$ cat config.mk
export PLATFORM = sky130hd
export DESIGN_NAME = dft_tap_core
export DESIGN_NICKNAME = d
export VERILOG_FILES = /design/src/rtl/dft_tap_core_pkg.sv /design/src/rtl/dft_tap_core_fsm.sv /design/src/rtl/dft_tap_core.sv
export SDC_FILE = /design/constraint.sdc
export NUM_CORES = 1
export LEC_CHECK = 0
export BUFFER_PORTS_ARGS = -buffer_cell sky130_fd_sc_hd__buf_2
export CORE_MARGIN = 2
export CORE_UTILIZATION = 45
export DETAILED_ROUTE_END_ITERATION = 7
export GPL_ROUTABILITY_DRIVEN = 0
export HOLD_SLACK_MARGIN = 0.05
export PLACE_DENSITY = 0.78
export SLEW_MARGIN = 20
export SYNTH_ARGS = -nofsm -noshare
export SYNTH_HDL_FRONTEND = slang
export SYNTH_HIERARCHICAL = 1
export SYNTH_SLANG_ARGS = --single-unit
export TNS_END_PERCENT = 5
$ cat constraint.sdc
create_clock -name clk -period 2.05 [get_ports clk]
set_input_delay 0.1025 -clock clk [delete_from_list [all_inputs] [get_ports clk]]
set_output_delay 0.1025 -clock clk [all_outputs]
set_load 0.01 [all_outputs]
$ cat src/rtl/dft_tap_core_pkg.sv
// Shared TAP state encoding, opcodes and BIST helpers
// for the dft_tap_core test access port.
package dft_tap_core_pkg;

  typedef enum logic [3:0] {
    TAP_EX2_DR   = 4'h0,
    TAP_EX1_DR   = 4'h1,
    TAP_SH_DR    = 4'h2,
    TAP_PAUSE_DR = 4'h3,
    TAP_SEL_IR   = 4'h4,
    TAP_UPD_DR   = 4'h5,
    TAP_CAP_DR   = 4'h6,
    TAP_SEL_DR   = 4'h7,
    TAP_EX2_IR   = 4'h8,
    TAP_EX1_IR   = 4'h9,
    TAP_SH_IR    = 4'hA,
    TAP_PAUSE_IR = 4'hB,
    TAP_RTI      = 4'hC,
    TAP_UPD_IR   = 4'hD,
    TAP_CAP_IR   = 4'hE,
    TAP_TLR      = 4'hF
  } tap_state_t;

  typedef struct packed {
    logic cap_ir;
    logic shift_ir;
    logic upd_ir;
    logic cap_dr;
    logic shift_dr;
    logic upd_dr;
    logic in_tlr;
    logic in_idle;
    logic tlr_next;
  } tap_strobe_t;

  localparam int OP_EXTEST  = 0;
  localparam int OP_IDCODE  = 1;
  localparam int OP_SAMPLE  = 2;
  localparam int OP_RUNBIST = 3;

  localparam int LFSR_MAX_W = 32;

  // Right-shifting Galois step; callers keep upper bits zero.
  function automatic logic [LFSR_MAX_W-1:0] lfsr_step(
    input logic [LFSR_MAX_W-1:0] s,
    input logic [LFSR_MAX_W-1:0] poly
  );
    lfsr_step = (s >> 1) ^ (s[0] ? poly : '0);
  endfunction

endpackage

$ cat src/rtl/dft_tap_core_fsm.sv
// 16-state TAP controller: state register, next-state
// logic and decoded capture/shift/update strobes.
module dft_tap_core_fsm
  import dft_tap_core_pkg::*;
(
  input  logic        clk,
  input  logic        reset,
  input  logic        tms_i,
  output tap_strobe_t strb_o
);

  tap_state_t state_q;
  tap_state_t state_d;

  always_ff @(posedge clk) begin
    if (reset) begin
      state_q <= TAP_TLR;
    end else begin
      state_q <= state_d;
    end
  end

  always_comb begin
    state_d = state_q;
    unique case (state_q)
      TAP_TLR:      state_d = tms_i ? TAP_TLR    : TAP_RTI;
      TAP_RTI:      state_d = tms_i ? TAP_SEL_DR : TAP_RTI;
      TAP_SEL_DR:   state_d = tms_i ? TAP_SEL_IR : TAP_CAP_DR;
      TAP_CAP_DR:   state_d = tms_i ? TAP_EX1_DR : TAP_SH_DR;
      TAP_SH_DR:    state_d = tms_i ? TAP_EX1_DR : TAP_SH_DR;
      TAP_EX1_DR:   state_d = tms_i ? TAP_UPD_DR : TAP_PAUSE_DR;
      TAP_PAUSE_DR: state_d = tms_i ? TAP_EX2_DR : TAP_PAUSE_DR;
      TAP_EX2_DR:   state_d = tms_i ? TAP_UPD_DR : TAP_SH_DR;
      TAP_UPD_DR:   state_d = tms_i ? TAP_SEL_DR : TAP_RTI;
      TAP_SEL_IR:   state_d = tms_i ? TAP_TLR    : TAP_CAP_IR;
      TAP_CAP_IR:   state_d = tms_i ? TAP_EX1_IR : TAP_SH_IR;
      TAP_SH_IR:    state_d = tms_i ? TAP_EX1_IR : TAP_SH_IR;
      TAP_EX1_IR:   state_d = tms_i ? TAP_UPD_IR : TAP_PAUSE_IR;
      TAP_PAUSE_IR: state_d = tms_i ? TAP_EX2_IR : TAP_PAUSE_IR;
      TAP_EX2_IR:   state_d = tms_i ? TAP_UPD_IR : TAP_SH_IR;
      TAP_UPD_IR:   state_d = tms_i ? TAP_SEL_DR : TAP_RTI;
    endcase
  end

  always_comb begin
    strb_o          = '0;
    strb_o.cap_ir   = (state_q == TAP_CAP_IR);
    strb_o.shift_ir = (state_q == TAP_SH_IR);
    strb_o.upd_ir   = (state_q == TAP_UPD_IR);
    strb_o.cap_dr   = (state_q == TAP_CAP_DR);
    strb_o.shift_dr = (state_q == TAP_SH_DR);
    strb_o.upd_dr   = (state_q == TAP_UPD_DR);
    strb_o.in_tlr   = (state_q == TAP_TLR);
    strb_o.in_idle  = (state_q == TAP_RTI);
    strb_o.tlr_next = (state_d == TAP_TLR);
  end

endmodule

$ cat src/rtl/dft_tap_core.sv
// Test access core: TAP controller, instruction register,
// bypass/IDCODE/boundary/BIST-signature data registers.
module dft_tap_core
  import dft_tap_core_pkg::*;
#(
  parameter int                IR_W      = 4,
  parameter int                BSR_LEN   = 39,
  parameter logic [31:0]       IDCODE    = 32'h1876_5001,
  parameter int                LFSR_W    = 16,
  parameter logic [LFSR_W-1:0] LFSR_POLY = 16'hB400
) (
  input  logic               clk,
  input  logic               reset,
  input  logic               tms,
  input  logic               tdi,
  output logic               tdo,
  output logic               tdo_en,
  input  logic [BSR_LEN-1:0] bsr_cap,
  output logic [BSR_LEN-1:0] bsr_upd,
  output logic               extest_mode,
  output logic [LFSR_W-1:0]  bist_pattern,
  output logic               bist_busy,
  output logic [IR_W-1:0]    ir_q
);

  localparam logic [IR_W-1:0] IR_EXTEST  = IR_W'(OP_EXTEST);
  localparam logic [IR_W-1:0] IR_IDCODE  = IR_W'(OP_IDCODE);
  localparam logic [IR_W-1:0] IR_SAMPLE  = IR_W'(OP_SAMPLE);
  localparam logic [IR_W-1:0] IR_RUNBIST = IR_W'(OP_RUNBIST);
  localparam logic [IR_W-1:0] IR_CAPT    = IR_W'(1);
  localparam logic [LFSR_W-1:0] SEED     = LFSR_W'(1);

  tap_strobe_t st;

  dft_tap_core_fsm u_fsm (
    .clk    (clk),
    .reset  (reset),
    .tms_i  (tms),
    .strb_o (st)
  );

  logic [IR_W-1:0]    ir_d;
  logic [IR_W-1:0]    ir_sr_q, ir_sr_d;
  logic               byp_q, byp_d;
  logic [31:0]        id_q, id_d;
  logic [BSR_LEN-1:0] bsr_q, bsr_d;
  logic [BSR_LEN-1:0] upd_q, upd_d;
  logic [LFSR_W-1:0]  sig_q, sig_d;
  logic [LFSR_W-1:0]  lfsr_q, lfsr_d;
  logic [LFSR_W-1:0]  misr_q, misr_d;
  logic [LFSR_W-1:0]  cap_lo;

  logic sel_bsr, sel_id, sel_sig;
  logic dr_lsb;

  if (BSR_LEN >= LFSR_W) begin : g_cap_trunc
    assign cap_lo = bsr_cap[LFSR_W-1:0];
  end else begin : g_cap_ext
    assign cap_lo = {{(LFSR_W-BSR_LEN){1'b0}}, bsr_cap};
  end

  assign sel_bsr = (ir_q == IR_EXTEST) || (ir_q == IR_SAMPLE);
  assign sel_id  = (ir_q == IR_IDCODE);
  assign sel_sig = (ir_q == IR_RUNBIST);

  assign bist_busy    = st.in_idle && sel_sig;
  assign extest_mode  = (ir_q == IR_EXTEST);
  assign bsr_upd      = upd_q;
  assign bist_pattern = lfsr_q;
  assign tdo_en       = st.shift_ir || st.shift_dr;

  always_comb begin
    dr_lsb = byp_q;
    unique case (1'b1)
      sel_bsr: dr_lsb = bsr_q[0];
      sel_id:  dr_lsb = id_q[0];
      sel_sig: dr_lsb = sig_q[0];
      default: dr_lsb = byp_q;
    endcase
  end

  always_comb begin
    tdo = 1'b0;
    if (st.shift_ir) begin
      tdo = ir_sr_q[0];
    end else if (st.shift_dr) begin
      tdo = dr_lsb;
    end
  end

  always_comb begin
    ir_d    = ir_q;
    ir_sr_d = ir_sr_q;
    byp_d   = byp_q;
    id_d    = id_q;
    bsr_d   = bsr_q;
    upd_d   = upd_q;
    sig_d   = sig_q;
    lfsr_d  = lfsr_q;
    misr_d  = misr_q;

    if (st.cap_ir) begin
      ir_sr_d = IR_CAPT;
    end else if (st.shift_ir) begin
      ir_sr_d = {tdi, ir_sr_q[IR_W-1:1]};
    end

    if (st.upd_ir) begin
      ir_d = ir_sr_q;
    end
    if (st.tlr_next || st.in_tlr) begin
      ir_d = IR_IDCODE;
    end

    if (st.cap_dr) begin
      unique case (1'b1)
        sel_bsr: bsr_d = bsr_cap;
        sel_id:  id_d  = IDCODE;
        sel_sig: sig_d = misr_q;
        default: byp_d = 1'b0;
      endcase
    end else if (st.shift_dr) begin
      unique case (1'b1)
        sel_bsr: bsr_d = {tdi, bsr_q[BSR_LEN-1:1]};
        sel_id:  id_d  = {tdi, id_q[31:1]};
        sel_sig: sig_d = {tdi, sig_q[LFSR_W-1:1]};
        default: byp_d = tdi;
      endcase
    end

    if (st.upd_dr && sel_bsr) begin
      upd_d = bsr_q;
    end

    if (bist_busy) begin
      lfsr_d = LFSR_W'(lfsr_step(32'(lfsr_q), 32'(LFSR_POLY)));
      misr_d = LFSR_W'(lfsr_step(32'(misr_q), 32'(LFSR_POLY)))
             ^ cap_lo;
    end

    // Switching away from RUNBIST restarts the BIST run from seed.
    if (st.upd_ir && (ir_sr_q != IR_RUNBIST)) begin
      lfsr_d = SEED;
      misr_d = '0;
    end
  end

  always_ff @(posedge clk) begin
    if (reset) begin
      ir_q    <= IR_IDCODE;
      ir_sr_q <= IR_CAPT;
      byp_q   <= 1'b0;
      id_q    <= '0;
      bsr_q   <= '0;
      upd_q   <= '0;
      sig_q   <= '0;
      lfsr_q  <= SEED;
      misr_q  <= '0;
    end else begin
      ir_q    <= ir_d;
      ir_sr_q <= ir_sr_d;
      byp_q   <= byp_d;
      id_q    <= id_d;
      bsr_q   <= bsr_d;
      upd_q   <= upd_d;
      sig_q   <= sig_d;
      lfsr_q  <= lfsr_d;
      misr_q  <= misr_d;
    end
  end

endmodule

Word-level counts from Yosys, hierarchy flattened
Index checks and enable logic that the tools add are counted.
{"block": "totals", "mem_count": 0, "regBits": 171, "elab_cells": 89, "mem_bits_ro": 0, "inputBits": 43, "mem_bits_rw": 0, "latch_bits": 0, "output_inout_bits": 63}
{"block": "op_classes", "mul": 0, "n_eq_ne": 22, "bitwise_logic": 3, "addsub": 0, "order_cmp": 0, "shift": 0, "muxes": 34, "n_reduce_logical": 20, "n_div": 0}
{"op": "$mux W39", "n": 4}
{"op": "$mux W32", "n": 4}
{"op": "$mux W16", "n": 6}
{"op": "$pmux W4 S12", "n": 1}
{"op": "$eq A4 B4 Y1 const B", "n": 9}
{"op": "$xor A15 B16 Y16", "n": 2}
{"op": "$eq A4 B2 Y1 const B", "n": 4}
{"op": "$eq A4 B3 Y1 const B", "n": 4}
{"op": "$xor A16 B16 Y16", "n": 1}
{"op": "$mux W2", "n": 6}
{"op": "$mux W3", "n": 4}
{"op": "$reduce_or A2 Y1", "n": 5}
{"op": "$eq A4 B1 Y1 const B", "n": 2}
{"op": "$logic_not A4 Y1", "n": 2}
{"op": "$mux W1", "n": 7}
{"op": "$reduce_and A2 Y1", "n": 3}
{"op": "$reduce_or A3 Y1", "n": 2}
{"op": "$mux W4", "n": 1}
{"op": "$ne A2 B2 Y1 const B", "n": 2}
{"op": "$ne A4 B2 Y1 const B", "n": 1}
{"op": "$logic_and A1 B1 Y1", "n": 3}
{"op": "$logic_or A1 B1 Y1", "n": 3}
{"op": "$pmux W1 S3", "n": 1}
{"op": "$reduce_and A3 Y1", "n": 1}
{"op": "$reduce_bool A2 Y1", "n": 1}

Longest topological paths before layout
Gate-level depths: netlist of the first run.
{"block": "depth", "ltp_word": 6, "ltp_mapped": 9, "ltp_nobuf": 6}

Modules after synthesis
The synthesis of the first run kept the hierarchy.
{"mod": "dft_tap_core", "seq_area_each_um2": 3343.2, "cells_per_inst": 775, "n_inst": 1, "area_each_um2": 6975.4}
{"mod": "dft_tap_core_fsm", "seq_area_each_um2": 80.1, "cells_per_inst": 40, "n_inst": 1, "area_each_um2": 311.5}

Least setup slack after synthesis of the first run
OpenSTA, ideal clock, no wires.
{"block": "synth_timing", "path_kind": "register to register", "from": "register u_fsm.state_q[0]", "to": "register sig_q[10]", "required_ns": 1.916, "synth_period_minus_slack_ns": 1.996, "n_path_buf": 3, "path_stages_with_launch": 9, "arrival_ns": 1.862, "path_slack_ns": 0.054, "setup_time_ns": 0.134, "cell_sequence": "dfxtp_1 -> buf_2 -> nand2b_1 -> nor3_1 -> o21a_1 -> and2_1 -> buf_2 -> buf_2 -> a211oi_1"}
{"item": "start, declared", "line": "dft_tap_core_fsm.sv:12", "text": "tap_state_t state_q;"}
{"item": "start signal, assigned", "line": "dft_tap_core_fsm.sv:19", "text": "state_q <= state_d;"}
{"item": "end signal, assigned", "line": "dft_tap_core.sv:166", "text": "sig_q <= sig_d;"}
{"item": "end, declared", "line": "dft_tap_core.sv:48", "text": "logic [LFSR_W-1:0] sig_q, sig_d;"}

Final worst setup path of the first run
{"block": "layout_timing", "from": "register ir_q[2]", "to": "output port tdo"}
{"block": "layout_between", "elab_chain_cells": 5, "elab_cells_between_ends": 8, "classes_between": "eq/ne (3); mux (3); reduce/logical (2)"}
{"item": "start, declared", "line": "dft_tap_core.sv:23", "text": "output logic [IR_W-1:0] ir_q"}
{"item": "start signal, assigned", "line": "dft_tap_core.sv:160", "text": "ir_q <= ir_d;"}
{"item": "$eq A4 B2 Y1 / $logic_not A4 Y1 (equally long branches)", "line": "dft_tap_core.sv:62", "text": "assign sel_bsr = (ir_q == IR_EXTEST) || (ir_q == IR_SAMPLE);"}
{"item": "$logic_or A1 B1 Y1", "line": "dft_tap_core.sv:62"}
{"item": "$pmux W1 S3 (*)", "line": "dft_tap_core.sv:74", "text": "unique case (1'b1)"}
{"item": "$mux W1 (*)", "line": "dft_tap_core.sv:86", "text": "end else if (st.shift_dr) begin"}
{"item": "$mux W1 (*)", "line": "dft_tap_core.sv:84", "text": "if (st.shift_ir) begin"}
{"item": "end, declared", "line": "dft_tap_core.sv:16", "text": "output logic tdo,"}
Mark *: on every way between the ends. The rest lies on a longest branch, timed or not.

==> results of run 1 <==
[routing by layer]
layer  routed length [um]  share of wire (%)  vias up  track usage, %
met5                    0                  0        -               0
met2                 9130                 49      194            34.6
li1                     -                  -     3167               -
met3                 1020                5.5       21            5.56
met1                 8240                 44     3174            28.2
met4                  211                1.1        0            7.31
[critical path: stages, from the launching register on]
cell and delay, ns:
dfxtp_4 0.39, or3b_4 0.45, buf_12 0.18, a211oi_2 0.19
o21ai_1 0.12, buf_2 0.16
[placed cells by master (no fill, tap or decap), drive strengths merged, types with 10 or more instances in the layout]
master | synthesis | final
a211oi | 75 | 75
a21oi | 163 | 163
buf | 39 | 142
clkbuf | 47 | 20
dfxtp | 171 | 171
dlygate4sd3 | 0 | 35
mux2i | 60 | 60
nand2 | 86 | 86
nand3 | 16 | 16
nand4b | 21 | 21
nor2 | 15 | 15
nor3 | 17 | 17
nor4 | 10 | 10
o21ai | 38 | 38
xnor2 | 19 | 19
[power groups by stage]
stage	Sequential, mW	Clock (mW)	Combinational [mW]
2_1_floorplan	3.44	0	0.409
3_3_place_gp	3.46	0	0.562
3_5_place_dp	3.46	0	0.563
4_1_cts	3.38	3.36	0.633
5_1_grt	3.39	3.51	0.693
6_report	3.39	3.33	0.646
[repair_timing]
action / 4_1_cts / 5_1_grt
resized for setup: 16 / 5
pin swaps: 2 / 1
hold buffers: 35 / 0
endpoints found under the setup margin: 2 / 3
setup buffers: 1 / 1
endpoints found under the hold margin: 56 / 0
[worst max-delay path by stage]
| stage | start | slack, ns | to |
|---|---|---|---|
| after global routing | ir_q[2] | -0.03 | tdo |
| after floorplan | u_fsm/state_q[0] | 0.05 | sig_q[10] |
| after global placement | u_fsm/state_q[1] | 0.20 | tdo |
| final | ir_q[2] | 0.02 | tdo |
| after CTS | ir_q[2] | 0.02 | tdo |
| after detailed placement | u_fsm/state_q[1] | 0.19 | bsr_q[28] |
[area by class of cell]
cell class	instances	area, um2
flip-flops and latches	171	3440
inverters	1	6.26
fillers	1325	6750
repair buffers	177	1260
multi-input cells	557	3500
well taps	216	270
clock inverters	12	160
clock buffers	20	447
[registers in the layout, summed over array words and instances, names as in the netlist]
signal,cells
bsr_q,39
bsr_upd,39
id_q,32
bist_pattern,16
misr_q,16
sig_q,16
ir_q,4
ir_sr_q,4
u_fsm/state_q,4
byp_q,1
[logic make-up (layout without fill, tap and decap cells)]
| family | after synthesis | after routing | synth area share, % |
|---|---|---|---|
| AO/OA/AOI/OAI | 286 | 286 | 22.8 |
| AND/OR/NAND/NOR | 188 | 188 | 13.3 |
| flip-flops | 171 | 171 | 47.0 |
| buffers and inverters | 87 | 210 | 5.80 |
| multiplexers | 61 | 61 | 8.45 |
| XOR/XNOR | 22 | 22 | 2.64 |
==> metrics.yaml, run 1 <==
final_layout:
  layout.nets: 968
  diodes: 0
  drive_gt1_share_pct: 21.2
  final_util_pct: 57.4
  areaGrowthSynthToFinish_pct: 24.6
  final_cell_area_um2: 9080
  stdcell_count: 1154
logic_synthesis:
  netlist_area_um2: 7290
  async_flop_share_pct: 0
  syn_inst: 815
  yosysMostFrequentCell: "dfxtp_1"
  synth_top_area_cell: "dfxtp_1"
  synth_enable_flop_cells: 0
  yosysUniqueCellTypes: 45
  netlist.area_leader.share_pct: 47.0
  yosys-top-cells-area: "dfxtp_1 (47%), a21oi_1 (11%), mux2i_1 (8.2%)"
  synthFlopType: "dfxtp_1"
  ys_seq_elements: 171
  yosysSeqAreaShare_pct: 47.0
  yosys_warnings: 6
  synth.avg_cell_area_um2: 8.94
  synth_nets: 858
  ys_top_cells_by_count: "dfxtp_1 (171), a21oi_1 (163), nand2_1 (85)"
detailed_routing:
  vias: 6556
  via_per_inst: 5.68
  avgRoutedWirePerCell_um: 16.1
  drc: 0
  routed_wirelength_mm: 18.6
  drt-initial-drc-count: 585
  firstDrtPassIters: 7
  drtAntennaViolNets: 0
worst_setup_path:
  endpoint_kind: "output port"
  r2r_setup_slack_ns: 0.18
  crit_arrival_ns: 1.93
  cp_data_required_time_ns: 1.95
  timing.rr.end: "bsr_q[33]"
  reg2reg_from: "u_fsm/state_q[0]"
  reg2reg_depth: 8
  cp-start-kind: "register"
  cp_max_fo: 33
  path_class: "register to output port"
min_path:
  min_from: "bsr_cap[27]"
  hold_path_depth: 3
  hold_path_class: "primary input to register"
  holdPathEnd: "bsr_q[27]"
cts:
  clock_latency_ns: 0.43
  cts_sinks: 171
  root_buffer: "clkbuf_16"
  cts_max_level: 4
  clockBufferDepth: 2
  cts_tree: "yes"
  cts_buffers: 17
  path_clk_slew_ns: 0.06
sta:
  drv_slew: 0
  rsz0062_at_grt: "true"
  tightest_slew_ns: 0.644
  setup_viol: 0
  final.setup_skew_ns: 0.0101
  final-hold-violation-count: 0
  relSlewSlack_pct: 57.1
  max_freq_mhz: 492
  setup-tns-final_ns: 0
  period_needed_ns: 2.03
  fin_crit_sh_pct: 99.2
  fin_ws_ns: 0.0161
  whs_ns: 0.0685
floorplanning:
  die_w_um: 131
  die_area_um2: 17200
  design.core.area_um2: 15800
  row_count: 46
  start_util_pct: 46.0
  die_h_um: 131
  io_pins: 106
grt:
  grt_first_pass_wirelength_mm: 31.0
  grt_usage_pct: 21.5
  grt_max_degree: 61
  grt_pass1_vias: 6245
  antenna_found_initial: 0
  overflow: 0
placement:
  io_buffers: 105
  pre_cts_slack_ns: 0.186
  post_dp_cell_area_um2: 8050
  dp_hpwl_mm: 10.8
  dp_cells: 1085
pwr:
  p_per_area_nw_per_um2: 812
  max-vdd-ir-drop_mv: 0.611
  combinationalPowerShare_pct: 8.8
  p_sw_mw: 1.78
  finalPower_mw: 7.37
  seqPwrFrac_pct: 46.0
  p_int_mw: 5.59
  leakage_nw: 3.07
  switching_share_pct: 24.2
  pwr-share-clk_pct: 45.3
run:
  max_cap_viol_count: 0
outcome:
  status: "complete, no violations"
Note: power is estimated with default switching activity, not from simulation.
==> inputs of run 2 (changes only) <==
==> constraint.sdc (replaced) <==
create_clock -name clk -period 2.05 [get_ports clk]
set_input_delay 0.205 -clock clk [delete_from_list [all_inputs] [get_ports clk]]
set_output_delay 0.205 -clock clk [all_outputs]
set_load 0.01 [all_outputs]
==> metrics.yaml, run 2 (synthesis results as in run 1) <==
outcome:
  status: "complete, no violations"
sta:
  whs_ns: 0.0828
  fin_ws_ns: 0.104
  max_freq_mhz: 514
  final.setup_skew_ns: 0.00990
  fin_crit_sh_pct: 94.9
  relSlewSlack_pct: 59.5
  setup_viol: 0
  drv_slew: 0
  tightest_slew_ns: 0.608
  period_needed_ns: 1.95
  final-hold-violation-count: 0
detailed_routing:
  drtAntennaViolNets: 0
  routed_wirelength_mm: 17.6
  via_per_inst: 5.59
  avgRoutedWirePerCell_um: 15.7
  drc: 0
  drt-initial-drc-count: 473
  firstDrtPassIters: 5
  vias: 6248
grt:
  overflow: 0
  grt_usage_pct: 20.1
  grt_pass1_vias: 5782
  grt_max_degree: 132
  antenna_found_initial: 1
  grt_first_pass_wirelength_mm: 29.2
pwr:
  max-vdd-ir-drop_mv: 0.602
  p_per_area_nw_per_um2: 810
  leakage_nw: 2.92
worst_setup_path:
  cp-start-kind: "register"
  cp_max_fo: 6
  path_class: "register to output port"
  cp_data_required_time_ns: 1.85
  r2r_setup_slack_ns: 0.24
  critical-path-max-stage-delay_ns: 0.41
  endpoint_kind: "output port"
  crit_chain: "buf_4 > or3_4 > o221ai_1 > o21ai_1 > buf_2"
  slowest_stage: "or3_4"
  crit_arrival_ns: 1.74
cts:
  clock_latency_ns: 0.43
  clockBufferDepth: 2
  cts_sinks: 171
  root_buffer: "clkbuf_16"
  path_clk_slew_ns: 0.06
  cts_tree: "yes"
  cts_buffers: 17
  cts_max_level: 4
floorplanning:
  row_count: 46
  design.core.area_um2: 15800
  die_w_um: 131
  io_pins: 106
  start_util_pct: 46.0
  die_area_um2: 17200
  die_h_um: 131
final_layout:
  fillers: 1396
  layout.nets: 932
  drive_gt1_share_pct: 21.5
  final_cell_mix: "dfxtp_1 (167), a21oi_1 (163), buf_2 (104)"
  mostFrequentLayoutCell: "dfxtp_1"
  areaGrowthSynthToFinish_pct: 19.6
  diodes: 0
run:
  max_cap_viol_count: 0
placement:
  dp_hpwl_mm: 10.5
  io_buffers: 105
  pre_cts_slack_ns: 0.234
min_path:
  hold_path_class: "primary input to register"
==> run 2: cell count changes in the layout (fill, tap and decap cells not counted), sizes merged <==
cell,change
dlygate4sd3,-34
buf,-2
bufinv,-2
inv,-1
clkinv,-2
clkinvlp,+2
clkbuf,+2
==> run 2: critical path: cells and delay by family (launching register included) <==
kind / cells / cell delay (ns)
simple gates: 1 / 0.41
flops: 1 / 0.34
buf+inv: 2 / 0.32
compound gates: 2 / 0.26
==> run 2: layer usage <==
| layer | routed length (um) | up-vias | GRT usage (%) |
|---|---|---|---|
| met4 | 203 | 2 | 6.34 |
| met5 | 13 | - | 0 |
| met1 | 8220 | 2969 | 27.4 |
| met3 | 1010 | 20 | 4.78 |
| li1 | - | 3092 | - |
| met2 | 8120 | 165 | 31.7 |
==> run 2: report_power, final <==
part	total, mW	internal [mW]	switching, mW	leakage [nW]
Clock	3.09	1.77	1.32	0.269
Combinational	0.575	0.222	0.353	1.27
Sequential	3.40	3.36	0.0423	1.38
Total	7.06	5.35	1.72	2.92
==> run 2: timing repair <==
action,4_1_cts,5_1_grt
setup endpoints to repair,3,3
endpoints found under the hold margin,3,0
hold buffers,1,0
setup buffers,0,3
gates resized for setup,6,9
==> run 2: path summary, 6_finish.rpt <==
check / start / to / cells after the start
max: ir_q[3] / tdo / 5
max reg2reg: u_fsm/state_q[0] / bsr_q[9] / 8
min reg2reg: bsr_upd[3] / bsr_upd[3] / 2
min: tms / u_fsm/state_q[0] / 2
==> run 2: cell type report <==
class,instances,area (um2),area share (%)
Clock buffer,22,474,5.44
Clock inverter,9,88.8,1.02
Inverter,1,6.26,0.0718
Multi-Input combinational cell,557,3500,40.2
Sequential cell,171,3430,39.4
Tap cell,216,270,3.10
Timing Repair Buffer,141,938,10.8
==> run 2: through the flow <==
stage	cell area, um2	cells	utilization [%]	setup TNS [ns]	power, mW
after CTS	8660	1114	54.7	0	7.08
after global routing	8710	1117	55.1	-0.0329	7.30
final	8710	1117	55.1	0	7.06
after floorplan	7290	815	-	0	3.85
after detailed placement	8080	1082	51.0	0	4.02
after global placement	8080	1082	51.0	0	4.01
==> inputs of run 3 (changes only) <==
--- a/config.mk
+++ b/config.mk
@@ -6,10 +6,12 @@
 export NUM_CORES = 1
 export LEC_CHECK = 0
 export BUFFER_PORTS_ARGS = -buffer_cell sky130_fd_sc_hd__buf_2
+export CAP_MARGIN = 10
 export CORE_MARGIN = 2
 export CORE_UTILIZATION = 45
 export DETAILED_ROUTE_END_ITERATION = 7
 export GPL_ROUTABILITY_DRIVEN = 0
+export GPL_TIMING_DRIVEN = 0
 export HOLD_SLACK_MARGIN = 0.05
 export PLACE_DENSITY = 0.78
 export SLEW_MARGIN = 20
==> metrics.yaml, run 3 (synthesis results as in run 1) <==
sta:
  final.setup_skew_ns: 0.0134
  max_freq_mhz: 490
  final-hold-violation-count: 0
  fin_crit_sh_pct: 99.6
  whs_ns: 0.0655
  relSlewSlack_pct: 61.2
  setup_viol: 0
  rsz0062_at_grt: "true"
  setup-tns-final_ns: 0
  fin_ws_ns: 0.00909
  drv_slew: 0
  period_needed_ns: 2.04
  tightest_slew_ns: 0.582
placement:
  io_buffers: 105
  dp_hpwl_mm: 13.0
  pre_cts_slack_ns: -0.443
floorplanning:
  io_pins: 106
  die_w_um: 131
  design.core.area_um2: 15800
  start_util_pct: 46.0
  row_count: 46
  die_area_um2: 17200
  die_h_um: 131
grt:
  overflow: 0
  grt_pass1_vias: 6308
  grt_max_degree: 20
  antenna_found_initial: 2
  grt_usage_pct: 22.3
  grt_first_pass_wirelength_mm: 31.9
cts:
  root_buffer: "clkbuf_16"
  cts_buffers: 17
  cts_sinks: 171
  path_clk_slew_ns: 0.06
  cts_tree: "yes"
  cts_max_level: 4
  clockBufferDepth: 2
  clock_latency_ns: 0.44
min_path:
  hold_path_class: "primary input to register"
worst_setup_path:
  crit_chain: "or3b_4 > buf_6 > a211oi_2 > o21ai_2 > buf_2"
  critical-path-max-stage-delay_ns: 0.41
  cp_max_fo: 10
  cp_data_required_time_ns: 1.85
  endpoint_kind: "output port"
  crit_arrival_ns: 1.84
  slowest_stage: "or3b_4"
  cp-start-kind: "register"
  path_class: "register to output port"
detailed_routing:
  drc: 0
  routed_wirelength_mm: 19.3
  avgRoutedWirePerCell_um: 16.3
  drt-initial-drc-count: 504
  drtAntennaViolNets: 0
  via_per_inst: 5.60
  vias: 6605
  firstDrtPassIters: 5
final_layout:
  final_cell_mix: "dfxtp_1 (167), a21oi_1 (163), buf_2 (126)"
  regArea_um2: 3430
  fillers: 1391
  diodes: 0
  layout.nets: 994
  multiInputGateArea_um2: 3510
  areaGrowthSynthToFinish_pct: 22.0
  drive_gt1_share_pct: 23.2
  mostFrequentLayoutCell: "dfxtp_1"
outcome:
  status: "complete, no violations"
pwr:
  finalPower_mw: 7.30
  leakage_nw: 3.07
  p_per_area_nw_per_um2: 821
  max-vdd-ir-drop_mv: 0.643
run:
  max_cap_viol_count: 0
[run 3: changes by cell type in the layout (fill, tap and decap cells not counted), sizes merged]
cell      delta
clkinv       +2
bufinv       +1
inv          +2
clkbuf      +45
buf         +15
clkinvlp     -2
[run 3: repair_timing]
item,CTS,global route
setup buffers,5,7
pin swaps,2,4
resized for setup,21,28
endpoints found under the setup margin,100,140
hold buffers,1,0
endpoints found under the hold margin,4,0
[run 3: final cells by class]
cell class	instances	share of cell area, %
multi-input cells	557	39.4
clock inverters	12	1.51
well taps	216	3.04
flip-flops and latches	171	38.6
plain buffers	85	4.98
inverters	1	0.0704
repair buffers	118	7.11
clock buffers	20	5.25
[run 3: critical path: cells and delay by family, from the launching register on]
| kind | cells | cell delay (ns) |
|---|---|---|
| buf+inv | 2 | 0.31 |
| compound gates | 2 | 0.29 |
| flops | 1 | 0.39 |
| simple gates | 1 | 0.41 |
[run 3: metal layers]
metal / up-vias / share of wire, % / track usage (%)
li1: 3218 / - / -
met1: 3142 / 45 / 29.6
met2: 208 / 47 / 35.6
met3: 33 / 6.8 / 6.29
met4: 4 / 1.5 / 6.58
met5: - / 0.14 / 0
[run 3: final timing paths]
| kind | start | end | slack (ns) | cells after the start |
|---|---|---|---|---|
| setup / recovery | ir_q[3] | tdo | 0.009 | 5 |
| hold / removal | tms | u_fsm/state_q[0] | 0.07 | 2 |
| setup reg to reg | u_fsm/state_q[2] | misr_q[13] | 0.06 | 7 |
| hold reg to reg | bsr_upd[6] | bsr_upd[6] | 0.45 | 2 |
[run 3: where the power goes]
group | switching [mW] | internal, mW | leakage [nW]
registers | 0.0159 | 3.35 | 1.38
clock network | 1.38 | 1.90 | 0.299
logic | 0.406 | 0.244 | 1.39
[run 3: metrics by stage]
step | instances | instance area (um2) | utilization [%]
floorplan | 815 | 7290 | -
global placement | 1136 | 8080 | 51.1
detailed placement | 1136 | 8080 | 51.1
CTS | 1173 | 8790 | 55.5
global route | 1180 | 8890 | 56.2
finish | 1180 | 8890 | 56.2
